### config.mk
export PLATFORM = sky130hd
export DESIGN_NAME = branch_resolve_queue
export DESIGN_NICKNAME = d
export VERILOG_FILES = /design/src/rtl/lc3b_types.sv /design/src/rtl/branch_resolve_queue_storage.sv /design/src/rtl/branch_resolve_queue.sv
export SDC_FILE = /design/constraint.sdc
export NUM_CORES = 1
export LEC_CHECK = 0
export ABC_AREA = 0
export CAP_MARGIN = 30
export CORE_ASPECT_RATIO = 1.5
export CORE_UTILIZATION = 49
export CTS_CLUSTER_DIAMETER = 80
export DETAILED_ROUTE_END_ITERATION = 7
export PLACE_DENSITY = 0.84
export SYNTH_ARGS = -nofsm -noshare
export SYNTH_HDL_FRONTEND = slang
export SYNTH_SLANG_ARGS = --single-unit
### constraint.sdc
create_clock -name clk -period 5.2 [get_ports clk]
set_input_delay 1.04 -clock clk [delete_from_list [all_inputs] [get_ports clk]]
set_output_delay 1.04 -clock clk [all_outputs]
set_load 0.05 [all_outputs]
### src/rtl/lc3b_types.sv
// Shared LC-3b types for the branch resolve queue.
// Optional feature macro: BRQ_PC_CHECK_EN adds the per-entry pc field.
package lc3b_types;

    typedef logic [15:0] lc3b_word;

    localparam int BRQ_DEPTH = 4;

    // Fixed-width part of a queue entry; the GHR snapshot is carried
    // alongside it because its width is a module parameter.
    typedef struct packed {
`ifdef BRQ_PC_CHECK_EN
        lc3b_word pc;
`endif
        logic     lc_taken;
        logic     gl_taken;
        logic     pred_select;
    } brq_entry_t;

endpackage

### src/rtl/branch_resolve_queue_storage.sv
// brq_storage: DEPTH-entry register array, one write port, one
// asynchronous read port. Contents are not reset.
module brq_storage #(
    parameter int DEPTH = 4,
    parameter int W     = 8
) (
    input  logic                     clk,
    input  logic                     wr_en,
    input  logic [$clog2(DEPTH)-1:0] wr_addr,
    input  logic [W-1:0]             wr_data,
    input  logic [$clog2(DEPTH)-1:0] rd_addr,
    output logic [W-1:0]             rd_data
);

    logic [W-1:0] mem [DEPTH];

    // Write the addressed entry on an accepted push.
    always_ff @(posedge clk) begin
        if (wr_en) mem[wr_addr] <= wr_data;
    end

    assign rd_data = mem[rd_addr];

endmodule

### src/rtl/branch_resolve_queue.sv
// branch_resolve_queue: in-order FIFO of predicted branches awaiting
// resolution in WB. Produces predictor-correctness, mispredict and GHR
// restore value combinationally from the head entry.
// Optional feature macro: BRQ_PC_CHECK_EN (stores pc per entry and adds
// the sticky pc_mismatch_err output).
module branch_resolve_queue
    import lc3b_types::*;
#(
    parameter int DEPTH = BRQ_DEPTH,
    parameter int GHR_W = 8
) (
    input  logic                       clk,
    input  logic                       rst_n,
    input  logic                       if_push,
    input  lc3b_word                   if_pc,
    input  logic                       if_lc_taken,
    input  logic                       if_gl_taken,
    input  logic                       if_pred_select,
    input  logic [GHR_W-1:0]           if_ghr,
    input  logic                       wbisbranch,
    input  logic                       wb_taken,
    input  lc3b_word                   wb_pcplus2,
    input  logic                       ext_flush,
    output logic                       lc_pred_correct,
    output logic                       gl_pred_correct,
    output logic                       mispredict,
    output logic [GHR_W-1:0]           ghr_restore,
    output logic                       full,
    output logic                       empty,
    output logic [$clog2(DEPTH):0]     count,
    output logic                       ovf_err,
`ifdef BRQ_PC_CHECK_EN
    output logic                       unf_err,
    output logic                       pc_mismatch_err
`else
    output logic                       unf_err
`endif
);

    localparam int PTR_W = $clog2(DEPTH);
    localparam int CNT_W = PTR_W + 1;
    localparam int ENT_W = $bits(brq_entry_t) + GHR_W;

    logic [PTR_W-1:0] head_q;
    logic [PTR_W-1:0] tail_q;
    logic [CNT_W-1:0] count_q;
    logic             ovf_q;
    logic             unf_q;

    brq_entry_t       new_ent;
    brq_entry_t       head_ent;
    logic [GHR_W-1:0] head_ghr;
    logic [ENT_W-1:0] wr_data;
    logic [ENT_W-1:0] rd_data;

    logic             resolve;
    logic             push_ok;
    logic             flush_all;
    logic             sel_dir;

    assign full  = (count_q == CNT_W'(DEPTH));
    assign empty = (count_q == '0);
    assign count = count_q;
    assign ovf_err = ovf_q;
    assign unf_err = unf_q;

    // Pack the incoming prediction into an entry.
    always_comb begin
        new_ent             = '0;
`ifdef BRQ_PC_CHECK_EN
        new_ent.pc          = if_pc;
`endif
        new_ent.lc_taken    = if_lc_taken;
        new_ent.gl_taken    = if_gl_taken;
        new_ent.pred_select = if_pred_select;
    end

    assign wr_data  = {if_ghr, new_ent};
    assign head_ent = rd_data[$bits(brq_entry_t)-1:0];
    assign head_ghr = rd_data[ENT_W-1:$bits(brq_entry_t)];

    brq_storage #(
        .DEPTH (DEPTH),
        .W     (ENT_W)
    ) u_storage (
        .clk     (clk),
        .wr_en   (push_ok),
        .wr_addr (tail_q),
        .wr_data (wr_data),
        .rd_addr (head_q),
        .rd_data (rd_data)
    );

    // Resolve-qualified correctness outputs and queue control decisions.
    always_comb begin
        resolve         = wbisbranch & ~empty;
        sel_dir         = head_ent.pred_select ? head_ent.gl_taken : head_ent.lc_taken;
        lc_pred_correct = resolve & (head_ent.lc_taken == wb_taken);
        gl_pred_correct = resolve & (head_ent.gl_taken == wb_taken);
        mispredict      = resolve & (sel_dir != wb_taken);
        ghr_restore     = resolve ? {head_ghr[GHR_W-2:0], wb_taken} : '0;
        // A mispredict or external flush kills everything, including a
        // same-cycle push which is on the wrong path.
        flush_all       = ext_flush | mispredict;
        push_ok         = if_push & ~full & ~flush_all;
    end

    // Head/tail pointers and occupancy; pointers wrap naturally at DEPTH.
    always_ff @(posedge clk or negedge rst_n) begin
        if (!rst_n) begin
            head_q  <= '0;
            tail_q  <= '0;
            count_q <= '0;
        end else if (flush_all) begin
            head_q  <= '0;
            tail_q  <= '0;
            count_q <= '0;
        end else begin
            if (resolve) head_q <= head_q + PTR_W'(1);
            if (push_ok) tail_q <= tail_q + PTR_W'(1);
            count_q <= count_q + CNT_W'(push_ok) - CNT_W'(resolve);
        end
    end

    // Sticky overflow/underflow flags.
    always_ff @(posedge clk or negedge rst_n) begin
        if (!rst_n) begin
            ovf_q <= 1'b0;
            unf_q <= 1'b0;
        end else begin
            if (if_push && full)     ovf_q <= 1'b1;
            if (wbisbranch && empty) unf_q <= 1'b1;
        end
    end

`ifdef BRQ_PC_CHECK_EN
    logic pcm_q;
    assign pc_mismatch_err = pcm_q;

    // Sticky flag: the resolving branch is not the one at the head.
    always_ff @(posedge clk or negedge rst_n) begin
        if (!rst_n) pcm_q <= 1'b0;
        else if (resolve && ((wb_pcplus2 - 16'd2) != head_ent.pc)) pcm_q <= 1'b1;
    end
`else
    logic unused_pc;
    assign unused_pc = ^{if_pc, wb_pcplus2};
`endif

endmodule

==> impl_metrics.ini, run 1 <==
[timing]
max_freq_mhz = 226
hold_viol_final = 0
rsz0062_at_grt = no
slew_headroom_pct = 46.5
period_needed_ns = 4.43
finalCritPeriodShare_pct = 85.2
skew_ns = 0.00835
final.setup.tns_ns = 0
hold_ws_ns = 0.464
setup_viol_count_final = 0
slew_violations = 0
tightestPinTransition_ns = 0.802

[global_routing]
grt_pass1_wl_um = 6280
grt-ovfl-total = 0
grt_start_max_net_pins = 16
antenna_found_initial = 0
grt_pass1_vias = 1273
grt_usage_pct = 18.1

[floorplan]
chipWidth_um = 55.9
ioPinCount = 67
die_y_um = 82.9
initial_core_util_pct = 50.8
fp-row-count = 29
design.core.area_sq_um = 4210
fp.dieArea_sq_um = 4640

[cells_and_area]
seqCellArea_sq_um = 1430
nets = 213
multi_input_area_sq_um = 658
diodes = 0
fillers = 307
area_growth_pct = 21.0
drive_gt1_share_pct = 18.4

[synthesis]
yosys.area_share.simple_pct = 9.48
netlist_area_sq_um = 2140
post_synth.cell_area_avg_sq_um = 17.7
synth_warnings = 0
ys_ff_latch = 49
synth.area.top_cells = edfxtp_1, dfrtp_1, mux4_2
syn_inst = 121
muxShareOfSynthArea_pct = 12.7
synth_top_area_share_pct = 56.2
synth_compound_area_share_pct = 1.70
synth_cell_type_count = 31
synthesis.nets = 177
synth_top_area_cell = edfxtp_1
synthAdderAreaFrac_pct = 4.45
seq_area_frac_synth_pct = 66.7
synthXorXnorAreaFrac_pct = 2.46
synth_top_family_by_area = multiplexers

[critical_path]
critPathRequiredTime_ns = 4.16
reg2reg_to = count[2]
ff2ff_path_depth = 12
crit_arrival_ns = 3.39
critPathLaunch = head_q[0]
worstPathBufferInverterCount = 2
crit_chain = mux4_2 > mux2i_4 > mux2i_2 > inv_4 > clkdlybuf4s50_1
cp.depth = 5
critical_path_class = register to output port
reg2reg_slack_ns = 1.43
r2r_start = head_q[0]
critPathSlowestCell = dfrtp_1
cpLargestDelayFamily = multiplexers
slowest_delay_ns = 0.87
startpoint_type = register
cp-end-kind = output port
crit_end = mispredict
cp_max_fo = 14

[placement]
port_buffers = 33
gp_congestion = 0.688
post-dp-hpwl_um = 2630

[clock_network]
htreeDepth = 2
clkSlewWorstSetupHoldPaths_ns = 0.09
clk_path_buf_depth = 2
cts_buffers = 5
post_cts_buffers = 0
cts.sinks = 49
clk-insertion-delay-late_ns = 0.30
ctsHoldBuffers = 0
root_buffer = clkbuf_8
post_cts_resized = 0
cts_tree = yes

[detailed_routing]
vias = 1140
wirelength_um = 3820
drt-initial-drc-count = 25
viasPerCell = 5.59
drt_first_pass_iters = 4
drcViolationCount = 0
ant_nets = 0
wl_per_cell_um = 18.7

[power_and_ir_drop]
p_leak_nw = 0.904
peakVddDrop_mv = 0.375
power_density_nw_per_um2 = 476

[min_path]
min_path_type = register to register

[outcome]
status = finished, final reports clean

[flow_run]
max-cap-violations = 0
## metrics by stage
step | util, % | instances | power [W] | instance area, sq um | setup WS, ns
5_1_grt | 61.5 | 204 | 0.00129 | 2590 | 0.620
6_report | 61.5 | 204 | 0.00123 | 2590 | 0.771
3_5_place_dp | 59.4 | 196 | 0.00103 | 2500 | 1.11
3_3_place_gp | 59.4 | 196 | 0.00101 | 2500 | 1.20
2_1_floorplan | - | 121 | 0.000876 | 2140 | 1.29
4_1_cts | 61.5 | 204 | 0.00124 | 2590 | 0.758
## sequential cells by signal, indices dropped and copies added, names as in the netlist
register / flops
tail_q: 2
unf_err: 1
head_q: 2
u_storage.mem: 40
ovf_err: 1
count: 3
## cell usage in the layout, fill, tap and decap left out, drive strengths merged, types with 2 or more instances in the layout
cell type      synthesis  routed
nand2                  2       2
clkinv                 0       2
nor2                   4       4
inv                    7       7
clkbuf                 0       5
nor3                   7       7
mux2i                  3       3
ha                     6       6
nor3b                  2       2
mux4                  10      10
edfxtp                40      40
nor2b                  2       2
dfrtp                  9       9
and2                   7       7
xor2                   2       2
clkdlybuf4s50          0      33
a21o                   2       2
and3                   4       4
xnor2                  4       4
## cell type report
cell class | instances | share of cell area [%]
clock inverter | 3 | 0.677
tap | 46 | 2.22
inverter | 7 | 1.11
clock buffer | 5 | 2.66
sequential | 49 | 55.1
timing repair buffer | 33 | 12.8
multi-input combinational | 61 | 25.4
## per-layer routing
| layer | global-route usage [%] | wire length, um | up-vias |
|---|---|---|---|
| li1 | - | - | 529 |
| met1 | 21.9 | 1490 | 565 |
| met2 | 32.3 | 2100 | 39 |
| met3 | 4.05 | 160 | 7 |
| met4 | 5.10 | 66 | 0 |
| met5 | 0 | 0 | - |
## cells by family (layout without fill, tap and decap cells)
family          Yosys count  count (layout)
xor+xnor                  6               6
buf+inv                  11              48
mux                      13              13
simple gates             31              31
flops                    49              49
compound gates            4               4
fa+ha+maj                 7               7
## cells in the mapped netlist, drive strengths merged
library cell,number
edfxtp,40
mux4,10
dfrtp,9
and2,7
inv,7
nor3,7
ha,6
and3,4
buf,4
nor2,4
xnor2,4
mux2i,3
a21o,2
nand2,2
nor2b,2
nor3b,2
xor2,2
fa,1
nand3,1
nand3b,1
o311ai,1
o31ai,1
or3,1
## where the power goes
part	internal, W	switching, W
clock network	0.0000929	0.000122
registers	0.000467	0.0000463
logic	0.000196	0.000308
## worst min path at each step
stage / startpoint / to / slack [ns] / cells past startpoint
finish: unf_err / unf_err / 0.46 / 1
floorplan: tail_q[1] / tail_q[1] / 0.57 / 2
detailed placement: unf_err / unf_err / 0.45 / 1
global placement: unf_err / unf_err / 0.44 / 1
CTS: unf_err / unf_err / 0.46 / 1
global route: unf_err / unf_err / 0.49 / 1
Note: power is estimated with default switching activity, not from simulation.
==> run 2: changes to the inputs <==
--- a/config.mk
+++ b/config.mk
@@ -8,6 +8,7 @@
 export ABC_AREA = 0
 export CAP_MARGIN = 30
 export CORE_ASPECT_RATIO = 1.5
+export CORE_MARGIN = 2
 export CORE_UTILIZATION = 49
 export CTS_CLUSTER_DIAMETER = 80
 export DETAILED_ROUTE_END_ITERATION = 7
==> run 2 against run 1 <==
Cell count did not move. Largest power group unchanged. Sequential share of layout area barely moved. Clock skew fell by 0.0049 ns. Clock-buffer cell count rose by 1.
==> impl_metrics.ini, run 2 (synthesis gave the netlist of run 1 again) <==
[outcome]
status = finished, final reports clean

[critical_path]
cpLargestDelayFamily = multiplexers
cp.depth = 5
worstPathBufferInverterCount = 2
crit_end = mispredict
ff2ff_path_depth = 12
critical_path_class = register to output port
critPathSlowestCell = dfrtp_1
crit_chain = mux4_2 > mux2i_4 > mux2i_2 > inv_4 > clkdlybuf4s50_1
critPathLaunch = head_q[0]
cp_max_fo = 14
reg2reg_to = count[2]
reg2reg_slack_ns = 1.56
crit_arrival_ns = 3.25
cp-end-kind = output port
startpoint_type = register
slowest_delay_ns = 0.83
r2r_start = head_q[0]
critPathRequiredTime_ns = 4.16

[detailed_routing]
viasPerCell = 5.54
wirelength_um = 3660
drcViolationCount = 0
drt-initial-drc-count = 26
vias = 1131
drt_first_pass_iters = 4
wl_per_cell_um = 17.9
ant_nets = 0

[power_and_ir_drop]
power_density_nw_per_um2 = 473
comb_power_share_pct = 40.8
clkPwrFrac_pct = 17.4
switching_share_pct = 38.1
seqPwrFrac_pct = 41.9
peakVddDrop_mv = 0.312
p_sw_w = 0.000466
p_leak_nw = 0.898
p_int_w = 0.000758

[placement]
port_buffers = 33
post-dp-hpwl_um = 2670
pre_cts_slack_ns = 1.16
gp_congestion = 0.737
dp_cells = 196

[cells_and_area]
multi_input_area_sq_um = 658
layout_common_cells = edfxtp_1, clkdlybuf4s50_1, mux4_2
area_growth_pct = 21.1
final_util_pct = 61.5
finalNonFillerCells = 204
largest_reg_flops = 40
seqCellArea_sq_um = 1430
layout_commonest_cell = edfxtp_1
nets = 213
fillers = 327
diodes = 0
drive_gt1_share_pct = 17.7
regMostFlops = u_storage.mem

[floorplan]
die_y_um = 84.9
ioPinCount = 67
fp.dieArea_sq_um = 4920
design.core.area_sq_um = 4210
chipWidth_um = 57.9
initial_core_util_pct = 50.8
fp-row-count = 29

[timing]
rsz0062_at_grt = no
final.setup.tns_ns = 0
period_needed_ns = 4.29
slew_headroom_pct = 50.7
slew_violations = 0
skew_ns = 0.00346
hold_viol_final = 0
tightestPinTransition_ns = 0.740
max_freq_mhz = 233
hold_ws_ns = 0.480
setup_slack_ns = 0.907
finalCritPeriodShare_pct = 82.6
setup_viol_count_final = 0

[clock_network]
clk-insertion-delay-late_ns = 0.29
cts.sinks = 49
cts_tree = yes
clk_path_buf_depth = 2
clkSlewWorstSetupHoldPaths_ns = 0.08
post_cts_buffers = 0
root_buffer = clkbuf_8
htreeDepth = 2
cts_buffers = 5
ctsHoldBuffers = 0
post_cts_resized = 0

[global_routing]
grt_pass1_wl_um = 6190
grt_start_max_net_pins = 16
antenna_found_initial = 0
grt_usage_pct = 16.9
grt-ovfl-total = 0
grt_pass1_vias = 1236

[min_path]
min_path_type = register to register

[flow_run]
max-cap-violations = 0
==> run 2: changes by cell type in the layout (fill, tap and decap cells not counted), sizes merged <==
| cell | change |
|---|---|
| clkinvlp | +1 |
| clkbuf | +1 |
| clkinv | -2 |
==> run 2: layout make-up <==
cell class              instances  area share, %
clock buffers                   6           2.80
clock inverters                 2          0.580
inverters                       7           1.11
multi-input cells              61           25.4
flip-flops and latches         49           55.1
well taps                      46           2.22
repair buffers                 33           12.8
==> run 2: how the worst min path moves through the flow <==
| stage | slack [ns] | start | endpoint | cells past startpoint |
|---|---|---|---|---|
| after global routing | 0.50 | unf_err | unf_err | 1 |
| final | 0.48 | unf_err | unf_err | 1 |
| after CTS | 0.48 | ovf_err | ovf_err | 1 |
| after floorplan | 0.57 | tail_q[1] | tail_q[1] | 2 |
| after detailed placement | 0.46 | unf_err | unf_err | 1 |
| after global placement | 0.44 | ovf_err | ovf_err | 1 |
==> run 2: metal layers <==
layer | wire length (um) | track usage [%] | vias to the layer above | part of all wire [%]
met5 | 0 | 0 | - | 0
met4 | 0 | 4.23 | 0 | 0
met3 | 200 | 4.57 | 0 | 5.5
met2 | 2050 | 29.8 | 38 | 56
met1 | 1410 | 20.1 | 568 | 39
li1 | - | - | 525 | -
==> run 2: power by group through the flow <==
stage	sequential [W]	combinational, W	clock, W
after floorplan	0.000542	0.000334	0
after global placement	0.000518	0.000491	0
after detailed placement	0.000522	0.000505	0
after CTS	0.000514	0.000506	0.000218
after global routing	0.000519	0.000534	0.000237
final	0.000512	0.000499	0.000213
==> run 2: metrics by stage <==
stage               instance area, sq um  total power, W
global placement                    2500         0.00101
detailed placement                  2500         0.00103
floorplan                           2140        0.000876
CTS                                 2590         0.00124
finish                              2590         0.00122
global route                        2590         0.00129
==> edit 1, RTL diff (settings of run 2) <==
Change the parameter `GHR_W` from 8 to 12.
--- a/src/rtl/branch_resolve_queue.sv
+++ b/src/rtl/branch_resolve_queue.sv
@@ -8,5 +8,5 @@
 #(
     parameter int DEPTH = BRQ_DEPTH,
-    parameter int GHR_W = 8
+    parameter int GHR_W = 12
 ) (
     input  logic                       clk,
Interface: changed (resized ghr_restore and if_ghr); port bits go from 67 to 75. No check against the original RTL was run, so the function may have changed too.
==> edit 1 against run 2 <==
Global-route usage rose by 0.12 points. Sequential share of layout area increased by 1.9 points. Power is 29% higher. Clock skew rose by 0.0086 ns. Final area rose by 29%. Worst setup slack worse by 0.29 ns. Clock power grew 60%. Via count rose by 28%. Wire length grew 27%. Area after synthesis up 28%. Combinational power up 13%. Core utilization up 0.40 points. Sequential cell count rose by 16. Die area up 26%. Critical path type unchanged. Largest cell class unchanged.
==> edit 1: results (changes against run 2) <==
{| class="wikitable"
! Metric !! Value
|-
| Maximum vdd drop || 0.2204 mV (-29%)
|-
| Fill cells || 379 (+16%)
|-
| Port bufs || 41 (+24%)
|-
| Comb. pwr || 0.565 mW (+13%)
|-
| Worst Hold Launch || unf_err
|-
| Arr. time, crit path || 3.54 ns (+0.29 ns)
|-
| Synth Area in XOR/XNOR || 0.01927 (-0.005301)
|-
| Slowest cell on crit path || dfrtp_1
|-
| Number of buffers created by CTS || 9 (+4)
|-
| # H-tree levels || 3 (+1)
|-
| Endpoint of the lowest-slack register-to-register path || count[2]
|-
| Post-synthesis share of cell area spent on full adders, half adders and majority gates || 0.03488 (-0.009592)
|-
| Wire length of the first global-routing pass || 7.189 mm (+16%)
|-
| Complex-gate fraction of the synthesized area || 0.01147 (-0.005496)
|-
| Overall track demand over capacity in global routing || 0.1698 (+0.001201)
|-
| Clock Pin Slew Worst Setup and Hold Paths || 0.06 ns (-0.02 ns)
|-
| HPWL Detailed || 3.145 mm (+18%)
|-
| Number of flip-flops in the largest register || 56 (+40%)
|-
| Via count of the first global-routing pass || 1468 (+19%)
|-
| Fraction of final layout cells with drive strength greater than 1 || 0.1111 (-0.06610)
|-
| Mux share of post-synthesis cell area || 0.1409 (+0.01392)
|-
| Total leakage power || 1.156 nW (+29%)
|-
| Top cells by count, synth || edfxtp_1, and2_1, dfrtp_1
|-
| Number of diodes added for antenna fixing || 0 (unchanged)
|-
| Syn nets || 206 (+16%)
|-
| Post-synthesis cell type count || 31 (unchanged)
|-
| Cell area after placement || 0.003197 mm² (+28%)
|-
| Post-DR wirelength/cell || 17.29 µm (-3.6%)
|-
| Power spent charging and discharging nets || 0.5602 mW (+20%)
|-
| R2r worst-path depth || 12 (unchanged)
|-
| Setup clock skew after layout || 0.01203 ns (+0.008569 ns)
|-
| Remaining max-slew budget at the tightest pin || 0.3803 (-0.1267)
|-
| FF-to-FF setup slack || 1.36 ns (-0.20 ns)
|-
| Iteration-0 DRC count of the detailed router || 46 (+77%)
|-
| Power share of the clock group || 0.217 (+0.043)
|-
| Maximum fanout encountered on the critical timing path || 18 (+4)
|-
| Sequential share of the synthesized area || 0.6994 (+0.03235)
|-
| Final Net Count || 253 (+19%)
|-
| Result of the run || complete, no violations
|-
| Maximum number of pins on one net before global-route repair || 19 (+3)
|-
| Clock insertion delay at the later pin of the skew report || 0.35 ns (+0.06 ns)
|-
| Highest cell delay on the worst timing path || 0.95 ns (+0.12 ns)
|-
| Number of synthesized flops with an enable pin || 56 (+40%)
|-
| Weighted congestion at the end of routability-driven global placement || 0.7774 (+5.5%)
|-
| Largest cells by area after synthesis || edfxtp_1, dfrtp_1, mux4_2
|-
| Total via count after detailed routing || 1448 (+28%)
|-
| Power density relative to cell area || 470.4 mW/mm² (-0.49%)
|-
| Proportion of synthesized flip-flops having asynchronous set or reset || 0.1385 (-0.04521)
|}
-- edit 1: per-stage QoR --
step	hold WS (ns)	worst slack, ns	cells
after global routing	0.4848	0.4444	268
after CTS	0.4575	0.5818	268
after global placement	0.4384	0.9712	252
after detailed placement	0.4437	0.9637	252
after floorplan	0.5761	1.328	146
final	0.4556	0.6208	268
-- edit 1: cell type report --
cell class	count	area [µm²]	area share
clock buffers	15	146.4	0.04372
well taps	70	87.58	0.02616
flip-flops and latches	65	1907	0.5695
clock inverters	1	5.005	0.001495
inverters	7	26.28	0.007848
multi-input cells	69	765.7	0.2287
repair buffers	41	410.4	0.1226
-- edit 1: metal layers --
layer	global-route usage	vias to the layer above	routed length [µm]
li1	-	662	-
met1	0.1823	718	1691
met5	0	-	0
met3	0.05785	12	236
met4	0.1152	0	170
met2	0.2809	56	2536
==> edit 2, RTL diff (settings of run 2) <==
Made on the original files. Put a register stage on the output `lc_pred_correct`, cleared by the reset. The value now appears one clock later. The other outputs are not delayed to match.
--- a/src/rtl/branch_resolve_queue.sv
+++ b/src/rtl/branch_resolve_queue.sv
@@ -41,4 +41,6 @@
     localparam int CNT_W = PTR_W + 1;
     localparam int ENT_W = $bits(brq_entry_t) + GHR_W;
+
+    logic lc_pred_correct_d;
 
     logic [PTR_W-1:0] head_q;
@@ -96,5 +98,5 @@
         resolve         = wbisbranch & ~empty;
         sel_dir         = head_ent.pred_select ? head_ent.gl_taken : head_ent.lc_taken;
-        lc_pred_correct = resolve & (head_ent.lc_taken == wb_taken);
+        lc_pred_correct_d = resolve & (head_ent.lc_taken == wb_taken);
         gl_pred_correct = resolve & (head_ent.gl_taken == wb_taken);
         mispredict      = resolve & (sel_dir != wb_taken);
@@ -148,4 +150,12 @@
 `endif
 
+    always_ff @(posedge clk or negedge rst_n) begin
+        if (!rst_n) begin
+            lc_pred_correct <= '0;
+        end else begin
+            lc_pred_correct <= lc_pred_correct_d;
+        end
+    end
+
 endmodule
 
Check against the original RTL: not equivalent (Yosys sat finds a counterexample within 4 cycles, from zero or initial values and one cycle with rst_n low).
==> edit 2 against run 2 <==
Core utilization is 0.56 points higher. Area after synthesis grew 1.2%. Sequential cell count rose by 1. Wire length is 4.4% higher. Worst setup slack got worse by 0.034 ns. Power up 5.7%. Fmax decreased by 0.78%. Critical path depth unchanged. Die area up 1.1%. Cell count grew 0.49%. Final area increased by 1.8%. Largest cell class unchanged. Highest routed layer is now met4.
==> edit 2: results (changes against run 2) <==
{| class="wikitable"
! Metric !! Value
|-
| Post-synthesis cell type count || 31 (unchanged)
|-
| Clock insertion delay at the later pin of the skew report || 0.30 ns
|-
| Number of diodes added for antenna fixing || 0 (unchanged)
|-
| Fill cells || 295 (-9.8%)
|-
| Maximum vdd drop || 0.3717 mV (+19%)
|-
| HPWL Detailed || 2.660 mm (-0.30%)
|-
| Arr. time, crit path || 3.29 ns (+0.04 ns)
|-
| Final Net Count || 214 (+0.47%)
|-
| Iteration-0 DRC count of the detailed router || 28 (+7.7%)
|-
| Proportion of synthesized flip-flops having asynchronous set or reset || 0.2000 (+0.01633)
|-
| Gates resized, CTS repair || 0 (unchanged)
|-
| Internal portion of total power || 0.8154 mW (+7.6%)
|-
| Post-DR wirelength/cell || 18.63 µm (+3.9%)
|-
| Hold slack final || 0.4727 ns (-0.007104 ns)
|-
| Setup clock skew after layout || 0.003742 ns (+0.0002784 ns)
|-
| Measured slew at the worst slew-check pin || 0.7453 ns (+0.005708 ns)
|-
| Syn nets || 178 (+0.56%)
|-
| Number of flip-flops in the largest register || 40 (unchanged)
|-
| Sequential share of the synthesized area || 0.6709 (+0.003851)
|-
| FF-to-FF setup slack || 1.53 ns (-0.03 ns)
|-
| Via count of the first global-routing pass || 1287 (+4.1%)
|-
| Max-slew violations || 0 (unchanged)
|-
| Endpoint of the worst hold path || ovf_err
|-
| Post-CTS Hold Fix Bufs || 0 (unchanged)
|-
| Wire length of the first global-routing pass || 6.244 mm (+0.89%)
|-
| Fraction of final layout cells with drive strength greater than 1 || 0.1824 (+0.005175)
|-
| Clock Pin Slew Worst Setup and Hold Paths || approximately 0.09 ns
|-
| Largest cells by area after synthesis || edfxtp_1, dfrtp_1, mux4_2
|-
| Result of the run || complete, no violations
|-
| Overall track demand over capacity in global routing || 0.1734 (+0.004773)
|-
| Family of cells with the greatest summed delay on the critical path || multiplexers
|-
| Highest cell delay on the worst timing path || 0.83 ns (about the same)
|-
| Weighted congestion at the end of routability-driven global placement || 0.7612 (+3.3%)
|-
| Total leakage power || 0.9319 nW (+3.8%)
|-
| Total via count after detailed routing || 1159 (+2.5%)
|-
| Top cells by count, synth || edfxtp_1, dfrtp_1, mux4_2
|-
| Worst Hold Launch || ovf_err
|}
edit 2: kinds of logic after synthesis:
family / Yosys count / synth area share
adder cells (fa/ha/maj): 7 / 0.04396
AO/OA/AOI/OAI: 4 / 0.01677
flip-flops: 50 / 0.6709
multiplexers: 13 / 0.1255
XOR/XNOR: 6 / 0.02429
AND/OR/NAND/NOR: 31 / 0.09369
buffers and inverters: 11 / 0.02487
edit 2: worst max path at each step:
stage                     from    endpoint
floorplan             count[2]    count[2]
global placement    wbisbranch  mispredict
detailed placement  wbisbranch  mispredict
CTS                  head_q[0]  mispredict
global route         head_q[0]  mispredict
finish               head_q[0]  mispredict
edit 2: metrics by stage:
step	instances	setup WS (ns)	utilization	cell area (µm²)	total power, mW
detailed placement	197	1.110	0.5950	2526	1.040
global placement	197	1.170	0.5950	2526	1.019
CTS	205	0.8447	0.6207	2635	1.301
finish	205	0.8736	0.6207	2635	1.293
floorplan	122	1.293	-	2163	0.8851
global route	205	0.7250	0.6207	2635	1.351
edit 2: power by group through the flow:
stage / sequential (mW) / clock [mW] / combinational [mW]
CTS: 0.524 / 0.268 / 0.510
global placement: 0.528 / 0 / 0.491
finish: 0.523 / 0.265 / 0.506
floorplan: 0.560 / 0 / 0.325
detailed placement: 0.532 / 0 / 0.508
global route: 0.531 / 0.281 / 0.539
edit 2: metal layers:
metal,wire (µm),global-route usage,up-vias,share of wire
li1,-,-,532,-
met1,1504,0.1958,586,0.39
met2,2091,0.3048,32,0.55
met3,125,0.03049,9,0.033
met4,98,0.09091,0,0.026
met5,0,0,-,0
edit 2: area by class of cell:
class | count | share of cell area
multi-input cells | 61 | 0.2498
repair buffers | 33 | 0.1254
flip-flops and latches | 50 | 0.5508
inverters | 7 | 0.01092
clock inverters | 3 | 0.01519
clock buffers | 5 | 0.02612
well taps | 46 | 0.02184
